## config.mk

```make
export PLATFORM = sky130hd
export DESIGN_NAME = oh_cdc_txarb
export DESIGN_NICKNAME = d
export VERILOG_FILES = /design/src/rtl/oh_cdc_txarb.sv
export SDC_FILE = /design/constraint.sdc
export NUM_CORES = 1
export LEC_CHECK = 0
export CORE_ASPECT_RATIO = 0.7
export CORE_MARGIN = 2
export CORE_UTILIZATION = 35
export DETAILED_ROUTE_END_ITERATION = 10
export PLACE_DENSITY = 0.77
export SKIP_LAST_GASP = 1
export SLEW_MARGIN = 20
export SYNTH_ARGS = -nofsm -noshare
export SYNTH_HDL_FRONTEND = slang
export SYNTH_SLANG_ARGS = --single-unit
```

## constraint.sdc

```tcl
create_clock -name clk -period 3.65 [get_ports clk]
set_input_delay 0.365 -clock clk [delete_from_list [all_inputs] [get_ports clk]]
set_output_delay 0.365 -clock clk [all_outputs]
set_load 0.1 [all_outputs]
```

## src/rtl/oh_cdc_txarb.sv

```systemverilog
// oh_cdc_txarb: round-robin arbiter feeding a toggle-handshake CDC transmitter.
module oh_cdc_txarb #(
  parameter int N  = 4,
  parameter int DW = 32,
  parameter int TW = 8
) (
  input  logic                 clk,
  input  logic                 reset,
  input  logic [N-1:0]         req_valid,
  input  logic [N*DW-1:0]      req_data,
  output logic [N-1:0]         req_ready,
  output logic                 cdc_req,
  output logic [DW-1:0]        cdc_data,
  output logic [$clog2(N)-1:0] cdc_src,
  input  logic                 ack_sync,
  input  logic [TW-1:0]        timeout_cfg,
  output logic                 busy,
  output logic                 timeout_err
);
  localparam int SW = $clog2(N);
  typedef enum logic [1:0] {INIT, IDLE, WAIT} state_t;
  state_t r_state, w_next;
  logic [SW-1:0] r_last, w_win;
  logic [TW-1:0] r_cnt;
  logic r_fired, w_any, w_match, w_accept, w_to;
  function automatic logic [SW-1:0] rr_idx(input logic [SW-1:0] last, input int k);
    return SW'((int'(last) + k) % N);
  endfunction
  // descending scan so the smallest offset past the last grant wins
  always_comb begin
    w_any = 1'b0;
    w_win = '0;
    for (int k = N; k >= 1; k--)
      if (req_valid[rr_idx(r_last, k)]) begin
        w_any = 1'b1;
        w_win = rr_idx(r_last, k);
      end
  end
  assign w_match  = ack_sync == cdc_req;
  assign w_accept = r_state == IDLE && w_match && w_any && !reset;
  assign w_to     = r_state == WAIT && !w_match && timeout_cfg != '0 &&
                    r_cnt == timeout_cfg - TW'(1) && !r_fired;
  always_comb begin
    w_next    = r_state;
    w_next    = !w_match ? (r_state == IDLE ? INIT : r_state) : (w_accept ? WAIT : IDLE);
    req_ready = w_accept ? N'(1) << w_win : '0;
    busy      = reset || r_state != IDLE;
  end
  always_ff @(posedge clk)
    r_state <= reset ? INIT : w_next;
  always_ff @(posedge clk) begin
    if (reset) begin
      cdc_req     <= 1'b0;
      cdc_data    <= '0;
      cdc_src     <= '0;
      r_last      <= SW'(N - 1);
      r_cnt       <= '0;
      r_fired     <= 1'b0;
      timeout_err <= 1'b0;
    end else begin
      timeout_err <= w_to;
      if (w_accept) begin
        cdc_req  <= ~cdc_req;
        cdc_data <= req_data[w_win*DW +: DW];
        cdc_src  <= w_win;
        r_last   <= w_win;
        r_cnt    <= '0;
        r_fired  <= 1'b0;
      end else if (r_state == WAIT) begin
        if (!(&r_cnt)) r_cnt <= r_cnt + TW'(1);
        if (w_to) r_fired <= 1'b1;
      end
    end
  end
endmodule

```

==> impl_metrics.py <==
metrics = {
    "hold_path": {
        "min_to": "cdc_src[1]",
        "hold_depth": 2,
        "holdCritPathClass": "register to register",
        "min_from": "cdc_src[1]",
    },
    "power_and_ir_drop": {
        "power.density_mw_per_mm2": 336,
        "irDropWorstVdd_uv": 193,
        "power.leakage_nw": 1.88,
        "pwr-share-clk": 0.252,
        "p_total_mw": 1.67,
        "combPwrFrac": 0.396,
        "internal_power_mw": 1.09,
        "seqPwrFrac": 0.352,
        "p_switching_uw": 578,
        "swShare": 0.346,
    },
    "synthesis": {
        "synth_top_family_by_area": "multiplexers",
        "synth_top_area_frac": 0.335,
        "synth-xor-area-share": 0.0534,
        "synth_warnings": 0,
        "ys_async_sr_fraction": 0,
        "synth_cells": 317,
        "synth_adder_area_share": 0.00854,
        "synth_fp_nets": 462,
        "ys_seq_area_frac": 0.335,
        "synth.area.mux_share": 0.229,
        "ys_types": 48,
        "synth-simple-area-share": 0.146,
        "synth_edf_count": 0,
        "synth.most_common_cell": "mux2i_1",
        "ys_top_cells_by_area": "dfxtp_1 33%, mux2i_1 23%, o221ai_1 9.6%, nand2_1 6.0%, xnor2_1 3.0%",
        "synth_compound_area_frac": 0.174,
        "syn_area_mm2": 0.00293,
        "synth_flop_cell": "dfxtp_1",
        "yosys.area.top_type": "dfxtp_1",
        "ys_ff_latch": 49,
        "synth.top_cells.by_count": "66 x mux2i_1, 49 x dfxtp_1, 47 x nand2_1, 32 x o221ai_1, 16 x nor2_1",
        "syn_avg_cell_area_um2": 9.25,
    },
    "floorplan": {
        "io_pins": 184,
        "start_util": 0.366,
        "dieHeight_um": 80.6,
        "die_x_um": 113,
        "die_area_mm2": 0.00914,
        "core_area_mm2": 0.00801,
        "rows": 27,
    },
    "route": {
        "post-route-drc-count": 0,
        "wl_per_cell_um": 16.2,
        "via_per_inst": 5.23,
        "drt_first_iter_violations": 164,
        "vias": 3080,
        "firstDrtPassIters": 4,
        "routed_wl_um": 9540,
        "antenna_left": 0,
    },
    "worst_setup_path": {
        "cp_data_required_time_ns": 3.28,
        "path_class": "primary input to output pin",
        "reg2reg_depth": 6,
        "r2r-end": "cdc_data[1]",
        "path_max_fanout": 13,
        "worstPathArrival_ns": 2.48,
        "critPathLaunch": "req_valid[0]",
        "reg2reg_setup_slack_ns": 1.39,
        "end_kind": "output pin",
        "r2r_start": "r_last[1]",
        "worstSetupStartpointType": "primary input",
    },
    "cells_and_area": {
        "num_antenna_cells": 0,
        "drive_above_1_share": 0.0512,
        "nNetsFinal": 634,
        "fillCellCount": 704,
        "synthToLayoutAreaGrowth_pct": 69.5,
    },
    "clock_tree": {
        "h-tree-depth": 2,
        "clock_path_buffers": 2,
        "cts_tree": "yes",
        "clk_latency_ns": 0.28,
        "cts.clk_slew.worst_paths_ns": 0.06,
        "cts_sinks": 49,
        "ctsRootBufferMaster": "clkbuf_16",
        "hold_buffers": 0,
        "cts_resized": 0,
        "post_cts_buffers": 0,
        "numCtsBuffers": 5,
    },
    "sta": {
        "finalSetupTns_ns": 0,
        "tightest_slew_ns": 1.02,
        "slew_violations": 0,
        "rsz0062_at_grt": "no",
        "maxSlewHeadroom": 0.316,
        "period_share": 0.778,
        "finClkSkew_ns": 0.00555,
        "fin_crit_ns": 2.84,
        "hold_violations": 0,
        "timing.fmax_mhz": 352,
        "setup-violations-final": 0,
        "whs_ns": 0.442,
    },
    "grt": {
        "grt_max_degree": 36,
        "grt_pass1_vias": 2999,
        "overflow": 0,
        "grtUsageTotal": 0.198,
        "grt_pass1_wl_um": 14500,
        "antenna_found_initial": 0,
    },
    "outcome": {
        "outcome": "complete, no violations",
    },
    "placed_design": {
        "io_buffers": 183,
        "dpl.hpwl_um": 7730,
        "place_congestion": 0.825,
    },
    "run": {
        "cap_violations": 0,
    },
}
==> placed cells by master (no fill, tap or decap), drive strengths merged, types with 4 or more instances in the layout <==
master,count
xnor2,11
xor2,6
buf,10
nor3,5
clkdlybuf4s50,178
dfxtp,49
clkbuf,5
nand2b,6
o21ai,4
inv,6
nand2,48
o221ai,32
a21oi,5
nor2,16
mux2i,66
==> layout make-up <==
cell class                      count  area, µm²  area share
Clock inverter                      1       5.00     0.00101
Clock buffer                        5        125      0.0252
Inverter                            6       22.5     0.00453
Tap cell                          101        126      0.0254
Sequential cell                    49        981       0.197
Multi-Input combinational cell    239       1820       0.365
Timing Repair Buffer              188       1890       0.381
==> critical path, cell delays in order <==
cell             delay, ns
clkdlybuf4s50_1       0.49
o41a_2                0.56
and3b_1               0.23
nand2b_1              0.45
nor2b_1               0.16
buf_12                0.20
==> metrics by stage <==
step            util  cells  setup slack (ns)  cell area, µm²
3_3_place_gp   0.604    583             0.846            4840
2_1_floorplan      -    317            0.0141            2930
5_1_grt        0.621    589             0.697            4970
6_report       0.621    589             0.809            4970
4_1_cts        0.621    589             0.815            4970
3_5_place_dp   0.604    583             0.819            4840
==> routing by layer <==
layer / global-route usage / vias up / wire length, µm
met1: 0.248 / 1417 / 4070
li1: - / 1513 / -
met2: 0.343 / 140 / 4510
met3: 0.0513 / 10 / 852
met4: 0.0476 / 0 / 107
met5: 0 / - / 0
==> state kept, by name, indices dropped and copies added (netlist names) <==
signal	flops
r_last	2
timeout_err	1
cdc_req	1
r_fired	1
cdc_data	32
r_cnt	8
r_state	2
cdc_src	2
==> power groups by stage <==
| stage | combinational (mW) | clock (mW) | sequential, mW |
|---|---|---|---|
| CTS | 0.667 | 0.435 | 0.588 |
| detailed placement | 0.665 | 0 | 0.599 |
| finish | 0.662 | 0.422 | 0.588 |
| floorplan | 0.213 | 0 | 0.792 |
| global placement | 0.659 | 0 | 0.598 |
| global route | 0.698 | 0.452 | 0.592 |
==> cell families after synthesis <==
family	after synthesis
XOR/XNOR	17
AO/OA/AOI/OAI	63
buffers and inverters	29
adder cells (fa/ha/maj)	2
multiplexers	67
AND/OR/NAND/NOR	90
flip-flops	49
==> how the worst max path moves through the flow <==
stage / to / slack [ns] / depth (start not counted)
global route: req_ready[3] / 0.70 / 7
global placement: req_ready[3] / 0.85 / 6
finish: req_ready[3] / 0.81 / 6
detailed placement: req_ready[3] / 0.82 / 6
floorplan: req_ready[2] / 0.01 / 7
CTS: req_ready[3] / 0.81 / 6
No activity file was read; power rests on OpenSTA's default activity.
